$ cat src/rtl/csi2_raw10_unpacker.sv
// csi2_raw10_unpacker: unpacks CSI-2 RAW10 long-packet payload (5 bytes -> 4 pixels)
// Ports: clock_in, reset_in (synchronous, active-high);
//   header_valid_in, data_type_in, word_count_in : decoded packet header strobe and fields
//   payload_valid_in, payload_in                 : payload byte stream, no backpressure
//   frame_valid_out, line_valid_out              : frame / line active
//   pixel_valid_out, pixel_data_out              : 10-bit pixel stream
//   line_count_out                               : lines completed in the current frame
//   error_out                                    : one-cycle protocol error pulse
// Build option: define RAW8_SUPPORT_EN to accept DT 0x2A lines as RAW8 (one pixel per byte).
module csi2_raw10_unpacker #(
  parameter int LINE_COUNT_WIDTH = 16
) (
  input  logic                        clock_in,
  input  logic                        reset_in,
  input  logic                        header_valid_in,
  input  logic [5:0]                  data_type_in,
  input  logic [15:0]                 word_count_in,
  input  logic                        payload_valid_in,
  input  logic [7:0]                  payload_in,
  output logic                        frame_valid_out,
  output logic                        line_valid_out,
  output logic                        pixel_valid_out,
  output logic [9:0]                  pixel_data_out,
  output logic [LINE_COUNT_WIDTH-1:0] line_count_out,
  output logic                        error_out
);
  localparam logic [1:0] IDLE  = 2'd0;
  localparam logic [1:0] FRAME = 2'd1;
  localparam logic [1:0] LINE  = 2'd2;
  localparam logic [5:0] DT_FS    = 6'h00;
  localparam logic [5:0] DT_FE    = 6'h01;
  localparam logic [5:0] DT_RAW8  = 6'h2A;
  localparam logic [5:0] DT_RAW10 = 6'h2B;

  logic [1:0]  state, state_n;
  logic [15:0] rem;
  logic [2:0]  grp_cnt;
  logic [7:0]  grp [4];
  logic [29:0] hold;
  logic [1:0]  pend;
  logic        raw8;
  logic        raw8_hdr, fs_hdr, fe_hdr, long_hdr;
  logic        acc, last, done, raw8_pix, line_start, err_n, pv_n, lv_n, fv_n;
  logic [9:0]  pix_n;

`ifdef RAW8_SUPPORT_EN
  assign raw8_hdr = data_type_in == DT_RAW8;
`else
  assign raw8_hdr = 1'b0;
`endif
  assign fs_hdr   = data_type_in == DT_FS;
  assign fe_hdr   = data_type_in == DT_FE;
  assign long_hdr = data_type_in == DT_RAW10 || raw8_hdr;

  // a header in the same cycle as a byte wins; the byte is dropped
  assign acc      = payload_valid_in && !header_valid_in && state == LINE;
  assign last     = acc && rem == 16'd1;
  assign done     = acc && !raw8 && grp_cnt == 3'd4;
  assign raw8_pix = acc && raw8;

  always_comb begin
    state_n    = state;
    err_n      = 1'b0;
    line_start = 1'b0;
    if (header_valid_in) begin
      // a header inside a line aborts it, then is handled as if seen in FRAME
      err_n = payload_valid_in || state == LINE || !(fs_hdr || fe_hdr || long_hdr) ||
              (fs_hdr && state != IDLE) || (long_hdr && state == IDLE);
      if (fs_hdr) state_n = FRAME;
      else if (fe_hdr) state_n = IDLE;
      else if (long_hdr && state != IDLE) begin
        line_start = word_count_in != 16'd0;
        state_n    = line_start ? LINE : FRAME;
      end else if (state == LINE) state_n = FRAME;
    end else if (payload_valid_in) begin
      // stray byte outside a line, or the line ends with a partial RAW10 group
      err_n   = state != LINE || (last && !raw8 && grp_cnt != 3'd4);
      state_n = last ? FRAME : state;
    end
  end

  // group completion and RAW8 bytes never coincide with an undrained holding register
  assign pv_n  = done || raw8_pix || pend != 2'd0;
  assign pix_n = done ? {grp[0], payload_in[1:0]} :
                 raw8_pix ? {payload_in, 2'b00} : hold[9:0];
  // line/frame stay up until pixels already captured have drained
  assign lv_n  = state_n == LINE || (line_valid_out && pv_n);
  assign fv_n  = state_n != IDLE || (frame_valid_out && pv_n);

  always_ff @(posedge clock_in) begin
    if (reset_in) begin
      state           <= IDLE;
      rem             <= '0;
      grp_cnt         <= '0;
      for (int i = 0; i < 4; i++) grp[i] <= '0;
      hold            <= '0;
      pend            <= '0;
      raw8            <= 1'b0;
      frame_valid_out <= 1'b0;
      line_valid_out  <= 1'b0;
      pixel_valid_out <= 1'b0;
      pixel_data_out  <= '0;
      line_count_out  <= '0;
      error_out       <= 1'b0;
    end else begin
      state           <= state_n;
      error_out       <= err_n;
      frame_valid_out <= fv_n;
      line_valid_out  <= lv_n;
      pixel_valid_out <= pv_n;
      if (pv_n) pixel_data_out <= pix_n;
      if (line_start) begin
        rem  <= word_count_in;
        raw8 <= raw8_hdr;
      end else if (acc) rem <= rem - 16'd1;
      if (header_valid_in) grp_cnt <= '0;
      else if (acc) begin
        if (!done) grp[grp_cnt[1:0]] <= payload_in;
        grp_cnt <= (done || last) ? 3'd0 : grp_cnt + 3'd1;
      end
      // pixels 1..3 wait in hold while pixel 0 goes straight to the output
      if (done) begin
        hold <= {grp[3], payload_in[7:6], grp[2], payload_in[5:4], grp[1], payload_in[3:2]};
        pend <= 2'd3;
      end else if (pend != 2'd0) begin
        hold <= {10'd0, hold[29:10]};
        pend <= pend - 2'd1;
      end
      if (header_valid_in && fs_hdr) line_count_out <= '0;
      else if (line_valid_out && !lv_n) line_count_out <= line_count_out + 1'b1;
    end
  end
endmodule

$ cat config.mk
export PLATFORM = sky130hd
export DESIGN_NAME = csi2_raw10_unpacker
export DESIGN_NICKNAME = d
export VERILOG_FILES = /design/src/rtl/csi2_raw10_unpacker.sv
export SDC_FILE = /design/constraint.sdc
export NUM_CORES = 1
export LEC_CHECK = 0
export CORE_MARGIN = 2
export CORE_UTILIZATION = 45
export DETAILED_ROUTE_END_ITERATION = 8
export MAX_ROUTING_LAYER = met4
export PLACE_DENSITY = 0.67
export SLEW_MARGIN = 0
export SYNTH_ARGS = -nofsm -noshare
export SYNTH_HDL_FRONTEND = slang
export SYNTH_SLANG_ARGS = --single-unit
$ cat constraint.sdc
create_clock -name clock_in -period 3 [get_ports clock_in]
set_input_delay 0.6 -clock clock_in [delete_from_list [all_inputs] [get_ports clock_in]]
set_output_delay 0.6 -clock clock_in [all_outputs]
set_load 0.02 [all_outputs]
==> results by group <==
Critical path
  • Critical path, cell by cell: inv_1 > ha_1 > nand2_1 > nand2_1 > nor4_1 > or2_2
  • CP Depth: 6
  • Logic depth of the worst register-to-register path: 6
  • Critical path endpoint category: register
  • Slowest stage delay, CP: 0.79 ns
  • Reg-to-reg slack, setup: 0.39 ns
  • Critical path type: reg2reg
  • Crit path buffers/inverters: 1
  • CP required: 3.11 ns
  • Destination of the worst register-to-register timing path: grp[0][6]$_SDFFCE_PN0P_
  • Most frequent CP cell: sky130_fd_sc_hd__nand2_1
  • CP top delay family: simple AND/OR/NAND/NOR gates
  • Worst-path maximum fanout: 9
  • Highest-delay cell along the critical path: sky130_fd_sc_hd__nor4_1
  • Data arrival, critical path: 2.72 ns
  • Reg-to-reg startpoint: grp_cnt[0]$_SDFFE_PP0P_
  • CP startpoint kind: register

Clock network
  • CTS H-Tree Depth: 4
  • Clock slew seen by the registers of the worst setup and hold paths: 0.06 ns
  • CTS Buf Count: 17
  • Clock tree from TritonCTS: yes
  • Number of post-CTS setup repair buffers: 0
  • Sink count of the clock tree: 115
  • Hold-fix buffer count after cts: 0
  • Clock insertion delay at the later pin of the skew report: 0.42 ns
  • Post-cts resize count: 0
  • Clock root buffer: sky130_fd_sc_hd__clkbuf_16
  • Clock buffer depth: 2

Route
  • Vias: 4304
  • Iter 0 DRT Violations: 250
  • Post-DRT Antenna Nets: 0
  • Mean number of vias per cell: 5.518
  • Detailed-route wire length: 12.03 mm
  • Drt pass-1 iters: 7
  • DR WL/cell: 15.42 um
  • DRC: 1

Synthesis
  • Ranking of synthesized cells by area: sky130_fd_sc_hd__dfxtp_1, sky130_fd_sc_hd__edfxtp_1, sky130_fd_sc_hd__mux2i_1
  • Most frequent cell after synthesis: sky130_fd_sc_hd__dfxtp_1
  • Cell types with the highest counts after synthesis: sky130_fd_sc_hd__dfxtp_1, sky130_fd_sc_hd__nor2_1, sky130_fd_sc_hd__nand2_1
  • Number of distinct library cells after synthesis: 51
  • Mapped Nets: 598
  • FF+latch count, synth: 115
  • Mean cell area of the mapped netlist: 9.602 um^2
  • Share of async-settable or async-resettable flops after synthesis: 0%
  • Number of warning messages in the yosys log: 0
  • Number of enable flip-flop cells after synthesis: 32
  • Share of synthesized area occupied by flip-flops and latches: 48.95%
  • Post-Syn Instances: 558
  • Dominant cell type by area after synthesis: sky130_fd_sc_hd__dfxtp_1
  • Cell Area, Synth: 5358 um^2
  • Main synth FF type: sky130_fd_sc_hd__dfxtp_1
  • Fraction of post-synthesis cell area in the top cell type by area: 31.01%

Layout
  • Area of the multi-input gates: 2564 um^2
  • Filler cell count in the final layout: 1009
  • Final Instance Count excl. Fillers: 780
  • Area grow syn2layout: 26.06%
  • Core utilization of the finished layout: 58.65%
  • Share of layout cells above drive strength 1: 10.05%
  • Diodes inserted: 0
  • Fin nets: 664
  • Register cell area after layout: 2623 um^2

Timing
  • Setup total negative slack: 0 ns
  • Tightest hold margin: 0.4644 ns
  • Layout Skew: 0.009721 ns
  • Transition at the pin with the smallest max-transition slack: 1.016 ns
  • Final-report setup violation count: 0
  • Unrepaired setup endpoints after global routing: no
  • Max-Slew Margin vs Limit: 31.67%
  • Crit share post-route: 87.04%
  • Final hold violation count: 0
  • Max-slew violation total from the final report: 0
  • Min Tclk post-route: 2.611 ns
  • Achievable frequency: 383.0 MHz

Power
  • Leak: 2.513 nW
  • Areal power density over the cells: 611.5 nW/um^2
  • Peak ir drop on the vdd network: 0.3770 mV

Flow run
  • Max-capacitance violation count: 0

Floorplan
  • Floorplan die area: 12800 um^2
  • Die height: 113.1 um
  • Starting Density: 46.52%
  • Count of pins on the block boundary: 64
  • Core outline area: 11520 um^2
  • Core Rows: 39
  • Die Wd: 113.1 um

Hold path
  • Origin of the worst min-delay path: line_count_out[15]$_SDFFE_PP0P_
  • Hold worst-path end: line_count_out[15]$_SDFFE_PP0P_
  • Class of the most critical hold timing path: reg2reg
  • Number of cells on the worst hold path: 2

GRT
  • First-pass GRT wire length: 20.27 mm
  • Number of antenna violations at the first check in global routing: 0
  • Via count of the first global-routing pass: 4154
  • Overall overflow remaining after global route: 0
  • All-layer global routing usage: 20.43%
  • Maximum number of pins on one net before global-route repair: 64

Outcome
  • Failing checks: DRC
  • Outcome: complete, but fails checks

Placement
  • Number of input and output port buffers inserted: 63
  • GP Congestion: 0.8440
  • Placed cell count: 748
  • Placed wire-length estimate after detailed placement: 8.166 mm
==> state kept, by name (all words and copies together) (netlist names) <==
name	flops
hold	30
line_count_out	16
pixel_data_out	10
grp	32
line_valid_out	1
pixel_valid_out	1
frame_valid_out	1
rem	16
error_out	1
state	2
grp_cnt	3
pend	2
==> per-stage QoR <==
step	setup slack [ns]	total power [mW]	instance area, um^2
floorplan	0.7157	2.047	5358
global placement	0.1065	2.182	6172
detailed placement	0.01449	2.194	6172
CTS	0.3709	4.167	6754
global route	0.1051	4.277	6754
finish	0.3888	4.130	6754
==> worst register-to-register path: stages, from the launching register on <==
cell and delay, ns:
sky130_fd_sc_hd__dfxtp_1 0.44, sky130_fd_sc_hd__inv_1 0.11, sky130_fd_sc_hd__ha_1 0.25, sky130_fd_sc_hd__nand2_1 0.19, sky130_fd_sc_hd__nand2_1 0.15, sky130_fd_sc_hd__nor4_1 0.80, sky130_fd_sc_hd__or2_2 0.37
==> layer usage <==
metal | part of all wire, % | track usage, % | vias to the layer above
li1 | - | - | 2150
met1 | 45 | 25.77 | 2046
met2 | 49 | 32.34 | 91
met3 | 4.0 | 4.660 | 17
met4 | 1.5 | 7.480 | 0
met5 | 0 | - | -
==> placed cells by master (no fill, tap or decap), types with 5 or more instances in the layout <==
cell type | Yosys | routed
sky130_fd_sc_hd__a21oi_1 | 42 | 41
sky130_fd_sc_hd__nor4_1 | 10 | 10
sky130_fd_sc_hd__nand3_1 | 26 | 25
sky130_fd_sc_hd__inv_1 | 7 | 7
sky130_fd_sc_hd__nand4_1 | 7 | 7
sky130_fd_sc_hd__dfxtp_1 | 83 | 83
sky130_fd_sc_hd__and3_1 | 6 | 6
sky130_fd_sc_hd__edfxtp_1 | 32 | 32
sky130_fd_sc_hd__a211oi_1 | 34 | 34
sky130_fd_sc_hd__mux2i_1 | 46 | 46
sky130_fd_sc_hd__nor3_1 | 9 | 9
sky130_fd_sc_hd__nor2_1 | 59 | 59
sky130_fd_sc_hd__nand2_1 | 51 | 51
sky130_fd_sc_hd__clkdlybuf4s50_1 | 0 | 62
sky130_fd_sc_hd__a31oi_1 | 5 | 5
sky130_fd_sc_hd__nand2b_1 | 16 | 16
sky130_fd_sc_hd__and2_1 | 36 | 36
sky130_fd_sc_hd__ha_1 | 6 | 5
sky130_fd_sc_hd__buf_4 | 0 | 18
sky130_fd_sc_hd__clkbuf_16 | 0 | 17
==> final cells by class <==
cell class	count	area share, %
timing repair buffer	82	11.56
clock buffer	17	6.299
tap	143	2.649
clock inverter	15	2.316
multi-input combinational	401	37.96
sequential	115	38.83
inverter	7	0.3890
==> where the power goes <==
part	total, mW	internal [mW]	switching, mW	leakage, nW
sequential	1.64	1.63	0.0134	1.00
combinational	0.515	0.222	0.293	1.23
clock	1.97	1.23	0.746	0.286
total	4.13	3.08	1.05	2.51
==> kinds of logic (layout without fill, tap and decap cells) <==
group	Yosys count	after routing	share of synthesized area, %
simple gates	239	239	22.75
flops	115	115	48.95
compound gates	107	107	14.36
mux	47	47	8.804
buf+inv	42	121	3.410
fa+ha+maj	6	6	1.401
xor+xnor	2	2	0.3270
==> worst max-delay path by stage <==
stage | slack (ns) | from | end
2_1_floorplan | 0.72 | header_valid_in | grp[1][0]$_SDFFCE_PN0P_
3_3_place_gp | 0.11 | word_count_in[8] | line_count_out[9]$_SDFFE_PP0P_
3_5_place_dp | 0.01 | payload_valid_in | grp[0][1]$_SDFFCE_PN0P_
4_1_cts | 0.37 | grp_cnt[0]$_SDFFE_PP0P_ | grp[0][6]$_SDFFCE_PN0P_
5_1_grt | 0.11 | grp_cnt[0]$_SDFFE_PP0P_ | grp[0][3]$_SDFFCE_PN0P_
6_report | 0.39 | grp_cnt[0]$_SDFFE_PP0P_ | grp[0][6]$_SDFFCE_PN0P_
Power figures use the tool's default switching activity.
